<file path="src/rtl/mem_arbiter.sv">
// Two-requester memory port arbiter. The fetch port and the memory-stage read/write ports share one
// downstream port. A request is latched at its grant edge and held on that port until the memory answers.
module mem_arbiter #(
   parameter int unsigned FETCH_STARVE_MAX = 4
) (
   input  logic        clk,
   input  logic        rst,
   input  logic        if_req_valid_i,
   input  logic [31:0] if_req_addr_i,
   output logic        if_res_valid_o,
   output logic [31:0] if_res_data_o,
   input  logic        d_read_req_valid_i,
   input  logic [31:0] d_read_req_addr_i,
   output logic        d_read_res_valid_o,
   output logic [31:0] d_read_res_data_o,
   input  logic        d_write_req_valid_i,
   input  logic [31:0] d_write_req_addr_i,
   input  logic [31:0] d_write_req_data_i,
   input  logic [3:0]  d_write_req_mask_i,
   output logic        d_write_res_valid_o,
   output logic        mem_req_valid_o,
   output logic        mem_req_write_o,
   output logic [31:0] mem_req_addr_o,
   output logic [31:0] mem_req_wdata_o,
   output logic [3:0]  mem_req_mask_o,
   input  logic        mem_res_valid_i,
   input  logic [31:0] mem_res_rdata_i,
   output logic [1:0]  grant_o
);

   typedef enum logic {S_IDLE, S_BUSY} state_t;

   typedef struct packed {
      logic [31:0] addr;
      logic [31:0] wdata;
      logic [3:0]  mask;
      logic        write;
   } mreq_t;

   localparam logic [1:0] G_NONE = 2'd0;
   localparam logic [1:0] G_IF   = 2'd1;
   localparam logic [1:0] G_RD   = 2'd2;
   localparam logic [1:0] G_WR   = 2'd3;
   localparam logic [3:0] STARVE_MAX = 4'(FETCH_STARVE_MAX);

   state_t      state_q, state_d;
   logic [1:0]  owner_q, owner_d;
   mreq_t       req_q, req_d;
   logic [3:0]  starve_q, starve_d;
   logic [1:0]  win;
   logic        rsp;

   // A fetch that has waited out STARVE_MAX data grants overrides the fixed priority.
   always_comb begin
      win = G_NONE;
      if (if_req_valid_i && (starve_q == STARVE_MAX)) win = G_IF;
      else if (d_write_req_valid_i)                   win = G_WR;
      else if (d_read_req_valid_i)                    win = G_RD;
      else if (if_req_valid_i)                        win = G_IF;
   end

   always_comb begin
      state_d  = state_q;
      owner_d  = owner_q;
      req_d    = req_q;
      starve_d = starve_q;
      case (state_q)
         S_IDLE: begin
            if (win != G_NONE) begin
               state_d = S_BUSY;
               owner_d = win;
               case (win)
                  G_WR: begin
                     req_d.addr  = d_write_req_addr_i;
                     req_d.wdata = d_write_req_data_i;
                     req_d.mask  = d_write_req_mask_i;
                     req_d.write = 1'b1;
                  end
                  G_RD: begin
                     req_d.addr  = d_read_req_addr_i;
                     req_d.wdata = '0;
                     req_d.mask  = 4'hF;
                     req_d.write = 1'b0;
                  end
                  default: begin
                     req_d.addr  = if_req_addr_i;
                     req_d.wdata = '0;
                     req_d.mask  = 4'hF;
                     req_d.write = 1'b0;
                  end
               endcase
               if ((win != G_IF) && if_req_valid_i)
                  starve_d = (starve_q == STARVE_MAX) ? starve_q : starve_q + 4'd1;
               else
                  starve_d = '0;
            end
         end
         S_BUSY: begin
            if (mem_res_valid_i) begin
               state_d = S_IDLE;
               owner_d = G_NONE;
            end
         end
         default: state_d = S_IDLE;
      endcase
   end

   always_ff @(posedge clk) begin
      if (rst) begin
         state_q  <= S_IDLE;
         owner_q  <= G_NONE;
         req_q    <= '0;
         starve_q <= '0;
      end else begin
         state_q  <= state_d;
         owner_q  <= owner_d;
         req_q    <= req_d;
         starve_q <= starve_d;
      end
   end

   assign mem_req_valid_o = (state_q == S_BUSY);
   assign mem_req_write_o = req_q.write;
   assign mem_req_addr_o  = req_q.addr;
   assign mem_req_wdata_o = req_q.wdata;
   assign mem_req_mask_o  = req_q.mask;
   assign grant_o         = owner_q;

   // A response outside BUSY is stray and must not reach any requester.
   assign rsp                 = (state_q == S_BUSY) && mem_res_valid_i;
   assign if_res_valid_o      = rsp && (owner_q == G_IF);
   assign d_read_res_valid_o  = rsp && (owner_q == G_RD);
   assign d_write_res_valid_o = rsp && (owner_q == G_WR);
   assign if_res_data_o       = mem_res_rdata_i;
   assign d_read_res_data_o   = mem_res_rdata_i;

endmodule

</file>
<file path="config.mk">
export PLATFORM = sky130hd
export DESIGN_NAME = mem_arbiter
export DESIGN_NICKNAME = d
export VERILOG_FILES = /design/src/rtl/mem_arbiter.sv
export SDC_FILE = /design/constraint.sdc
export NUM_CORES = 1
export LEC_CHECK = 0
export CAP_MARGIN = 15
export CORE_AREA = 2 2 119 121
export CTS_CLUSTER_SIZE = 12
export DETAILED_ROUTE_END_ITERATION = 8
export DIE_AREA = 0 0 121 123
export PLACE_DENSITY = 0.73
export SYNTH_ARGS = -nofsm -noshare
export SYNTH_HDL_FRONTEND = slang
export SYNTH_SLANG_ARGS = --single-unit
</file>
<file path="constraint.sdc">
create_clock -name clk -period 1.7 [get_ports clk]
set_clock_uncertainty 0.15 [all_clocks]
set_input_delay 0.255 -clock clk [delete_from_list [all_inputs] [get_ports clk]]
set_output_delay 0.255 -clock clk [all_outputs]
set_load 0.1 [all_outputs]
</file>
# [Word-level counts from Yosys, hierarchy flattened]
# Cells that the tools add are included.
[totals] in_bits=170 word_cells=42 ff_bits=76 output_inout_bits=139
[op_classes] addsub=1 bitwise=1 mux=13 n_reduce_logical=10 n_eq_ne=10
[ops] operator="$pmux 69 s2" n=1
[ops] operator="$mux 2" n=5
[ops] operator="$eq 2x2->1 const B" n=4
[ops] operator="$mux 4" n=2
[ops] operator="$logic_and 1x1->1" n=6
[ops] operator="$ne 2x2->1 const B" n=3
[ops] operator="$add 4x1->4 const B" n=1
[ops] operator="$eq 4x3->1 const B" n=1
[ops] operator="$pmux 2 s2" n=1
[ops] operator="$reduce_and 2->1" n=2
[ops] operator="$mux 1" n=3
[ops] operator="$reduce_and 3->1" n=1
[ops] operator="$eq 2x1->1 const B" n=1
[ops] operator="$ne 2x1->1 const B" n=1
[ops] operator="$pmux 1 s2" n=1
[ops] operator="$reduce_bool 2->1" n=1
[ops] operator="$not 1->1" n=1

# [Logic depth before layout (Yosys ltp)]
[depth] word_depth=8 mapped_depth=8 mapped_depth_nobuf=6

# [Least setup slack after synthesis]
# No wires, ideal clock.
[synth_path] path_kind="reg2out" from="register state_q, in the netlist mem_req_valid_o" to="output port d_read_res_valid_o" arrival_time_ns=3.366 path_stages_with_launch=4 t_required_ns=1.295 path_buffers=1 setup_slack_ns=-2.071 cell_sequence="dfxtp_1 -> clkbuf_1 -> nand2_1 -> nor3_1"
[synth_via] elab_chain_len=2
[synth_rtl] item="start, declared" line_no="46" rtl="state_t state_q, state_d;"
[synth_rtl] item="start signal, assigned" line_no="115" rtl="state_q <= state_d;"
[synth_rtl] item="$logic_and 1x1->1" line_no="130" rtl="assign rsp = (state_q == S_BUSY) && mem_res_valid_i;"
[synth_rtl] item="$logic_and 1x1->1" line_no="132" rtl="assign d_read_res_valid_o = rsp && (owner_q == G_RD);"
[synth_rtl] item="end, declared" line_no="14" rtl="output logic d_read_res_valid_o,"
# No other way between the ends.

# [Worst setup path after layout]
[layout_path] from="register starve_q[1]" to="register req_q, in the netlist mem_req_addr_o[3]"
[layout_via] elab_chain_len=5 elab_cells_between_ends=8 cone_classes="3 x eq/ne; 2 x mux; 3 x reduce/logical"
[layout_rtl] item="start, declared" line_no="49" rtl="logic [3:0] starve_q, starve_d;"
[layout_rtl] item="start signal, assigned" line_no="118" rtl="starve_q <= starve_d;"
[layout_rtl] item="$eq 4x3->1 *" line_no="56" rtl="if (if_req_valid_i && (starve_q == STARVE_MAX)) win = G_IF;"
[layout_rtl] item="$logic_and 1x1->1 *" line_no="56"
[layout_rtl] item="$mux 2 *" line_no="56"
[layout_rtl] item="$eq 2x2->1 / $reduce_bool 2->1 (equally long branches)" line_no="72, 69"
[layout_rtl] item="$pmux 69 s2 / $reduce_and 2->1 (equally long branches)"
[layout_rtl] item="end signal, assigned" line_no="117" rtl="req_q <= req_d;"
[layout_rtl] item="end, declared" line_no="48" rtl="mreq_t req_q, req_d;"
# Every way passes the cells marked *; elsewhere a longest branch is shown, timed or not.
# A chain may end at the register's enable or synchronous reset.

==> results_dict.tcl <==
set metrics [dict create \
    drtAntennaViolNets 0 \
    avgSynthCellArea_um2 8.74 \
    cts_hold_buffers 0 \
    drive_above_1_share_pct 35.5 \
    grt_pass1_wl_um 21600 \
    die_w_um 121 \
    layout_setup_ws_ns -0.0478 \
    std_cell_rows 43 \
    max_freq_mhz 572 \
    status "finished with violations" \
    crit_type "reg2reg" \
    clkPwrFrac_pct 27.1 \
    ir_drop_uv 777 \
    fin_hold_ws_ns 0.291 \
    ys_ff_latch 76 \
    worst_pin_slew_ns 0.392 \
    cts_tree "built" \
    worstSkewPairLatency_ns 0.34 \
    synthTopCellsByArea "dfxtp_1 (40%), buf_4 (13%), nor2_1 (7.5%)" \
    vias 4091 \
    cts-root-buf "clkbuf_16" \
    violations "setup timing" \
    synth_mux_area_share_pct 0 \
    max-slew-margin-rel_pct 73.9 \
    p_leak_nw 2.92 \
    netlist.top_cell.by_area "dfxtp_1" \
    port_buffers 212 \
    routed_wl_um 16600 \
    postSynthCellCount 434 \
    synth-compound-area-share_pct 24.1 \
    syn-cell-area_mm2 0.00379 \
    via_per_inst 5.21 \
    io_pins 309 \
    yosys_warnings 0 \
    dr.pass1.iters 5 \
    n_fill_cell 1089 \
    grt_max_degree 77 \
    crit_slowest_cell "dfxtp_2" \
    required_ns 1.75 \
    nets 772 \
    slew_violations 0 \
    synth_xor_area_share_pct 0 \
    final_area_mm2 0.00766 \
    critical_path_arrival_ns 1.80 \
    grt-ovfl-total 0 \
    yosysUniqueCellTypes 31 \
    netSwitchingPower_mw 2.45 \
    cap_violations 0 \
    synth-simple-area-share_pct 16.0 \
    instances_no_fill 785 \
    worst_setup_path_start_kind "register" \
    final_hold_viol_count 0 \
    pwr_density_cell_mw_per_mm2 865 \
    end_kind "register" \
    slowest_delay_ns 0.32 \
    cts_buffer_depth 2 \
    power_frac_seq_pct 31.3 \
    clk_pin_slew_worst_paths_ns 0.06 \
    ys_seq_area_share_pct 40.1 \
    dp_hpwl_um 9840 \
    dieArea_mm2 0.0149 \
    antenna-diode-count 0 \
    syn_nets 606 \
    drc_errors 0 \
    htreeDepth 3 \
    total_power_mw 6.62 \
    synth-edff-count 0 \
    p_int_mw 4.17 \
    place_inst 742 \
    period_share_pct 103 \
    cts_buffers 9 \
    crit_path_frequent_cell "buf_6" \
    crit_fanout 25 \
    final-setup-viol-count 9 \
    antenna_found_initial 0 \
    period_minus_slack_ns 1.75 \
    place.gp.congestion 0.787 \
    synth_top_family_by_area "compound AO/OA/AOI/OAI gates" \
    dieHeight_um 123 \
    grt_setup_unrepaired "true" \
    track_usage_pct 18.9 \
    drt_iter0_drc 137 \
    min_path_type "in2reg" \
    wire_per_inst_um 21.2 \
    place_ws_ns -0.748 \
    placed_area_mm2 0.00646 \
    initial_core_util_pct 27.9 \
    rrSetupSlack_ns -0.05 \
    async_flop_share_pct 0 \
    p_comb_share_pct 41.6 \
    synth_top_area_share_pct 40.1 \
    synth_ff_type "dfxtp_1" \
    core_mm2 0.0136 \
    p_sw_share_pct 37.0 \
    cts_sinks 76 \
    path_cells "inv_2, ha_4, nand4b_4, buf_6, buf_6, a221oi_2, nor3_1" \
    area_growth_pct 102 \
    grt_pass1_vias 4166 \
    synthAdderAreaFrac_pct 0.660 \
]
-- state kept, by name (all words and copies together) (netlist names) --
name and cells:
mem_req_write_o 1, mem_req_mask_o 4, mem_req_valid_o 1, grant_o 2
starve_q 4, mem_req_addr_o 32, mem_req_wdata_o 32
-- through the flow --
stage / util [%] / TNS [ns]
final: 56.2 / -0.144
after global routing: 56.2 / -1.62
after CTS: 51.1 / -0.287
after detailed placement: 47.4 / -44.14
after global placement: 47.3 / -46.07
after floorplan: - / -0.625
-- cell usage in the layout, fill, tap and decap left out, types with 2 or more instances in the layout --
| cell type | n |
|---|---|
| clkdlybuf4s50_1 | 133 |
| buf_12 | 80 |
| nor2_1 | 73 |
| dfxtp_1 | 71 |
| a22o_1 | 32 |
| nor3_1 | 31 |
| a221oi_2 | 25 |
| a22oi_2 | 21 |
| clkbuf_16 | 19 |
| buf_4 | 17 |
| a22oi_1 | 11 |
| buf_6 | 9 |
| a221oi_4 | 7 |
| a21oi_1 | 6 |
| nor2_4 | 5 |
| nor3_2 | 5 |
| nand2_1 | 4 |
| inv_1 | 3 |
| o21ai_0 | 3 |
| clkbuf_1 | 3 |
| dfxtp_4 | 3 |
| inv_2 | 2 |
| nor3_4 | 2 |
| or2_4 | 2 |
| nand3b_1 | 2 |
| o21a_1 | 2 |
| nand4_1 | 2 |
| a211oi_1 | 2 |
| clkinv_2 | 2 |
| clkbuf_8 | 2 |
| buf_16 | 2 |
| dlygate4sd2_1 | 2 |
| dfxtp_2 | 2 |
-- power groups by stage --
stage / clock network (mW) / logic (mW) / registers (mW)
after floorplan: 0 / 1.17 / 2.96
after global placement: 0 / 2.36 / 2.10
after detailed placement: 0 / 2.38 / 2.11
after CTS: 1.84 / 2.47 / 2.07
after global routing: 1.93 / 2.85 / 2.09
final: 1.79 / 2.75 / 2.07
-- per-layer routing --
metal / part of all wire [%] / routed length, µm / global-route usage [%] / vias to the layer above
met5: 0 / 0 / 0 / -
met2: 52 / 8670 / 35.2 / 238
li1: - / - / - / 1857
met1: 34 / 5720 / 18.1 / 1952
met3: 9.6 / 1600 / 8.72 / 44
met4: 3.9 / 643 / 6.90 / 0
-- Yosys cell counts (2+ instances only) --
master / count
dfxtp_1: 76
nand3b_1: 2
inv_1: 5
nor3_1: 38
nand2_1: 5
o21a_1: 2
buf_4: 68
nand3_1: 2
nor2_1: 76
buf_2: 17
a221oi_1: 32
a21oi_1: 6
a22oi_1: 32
o21ai_0: 3
nor2b_1: 2
a22o_1: 32
ha_1: 2
clkbuf_1: 14
nand4_1: 2
buf_6: 5
a211oi_1: 3
-- worst paths after layout --
path / from / to / depth (start not counted)
setup reg to reg: starve_q[1] / mem_req_addr_o[3] / 7
setup / recovery: starve_q[1] / mem_req_addr_o[3] / 7
hold reg to reg: mem_req_valid_o / mem_req_valid_o / 1
hold / removal: rst / mem_req_wdata_o[19] / 3
-- final cells by class --
cell class / instances / area [µm²] / area share (%)
flip-flops and latches: 76 / 1540 / 20.1
well taps: 180 / 225 / 2.94
multi-input cells: 252 / 2090 / 27.2
clock inverters: 2 / 10.0 / 0.131
repair buffers: 256 / 3520 / 45.9
clock buffers: 14 / 264 / 3.45
inverters: 5 / 18.8 / 0.245
-- cell families (layout without fill, tap and decap cells) --
kind of cell	Yosys count	in the layout
flip-flops	76	76
AO/OA/AOI/OAI	114	114
AND/OR/NAND/NOR	133	136
buffers and inverters	109	277
adder cells (fa/ha/maj)	2	2
-- what timing repair did --
item                                   CTS  global route
endpoints found under the hold margin    0             0
gates cloned                             3            14
setup endpoints to repair               76            67
pin swaps                                6            59
resized for setup                       33            62
setup buffers                            6             4
-- worst max-delay path, delay by kind of cell (launching register included) --
| family | cells | cell delay (ns) |
|---|---|---|
| buffers and inverters | 3 | 0.40 |
| flip-flops | 1 | 0.32 |
| adder cells (fa/ha/maj) | 1 | 0.16 |
| AND/OR/NAND/NOR | 2 | 0.23 |
| AO/OA/AOI/OAI | 1 | 0.30 |
(Power assumes the default switching activity.)
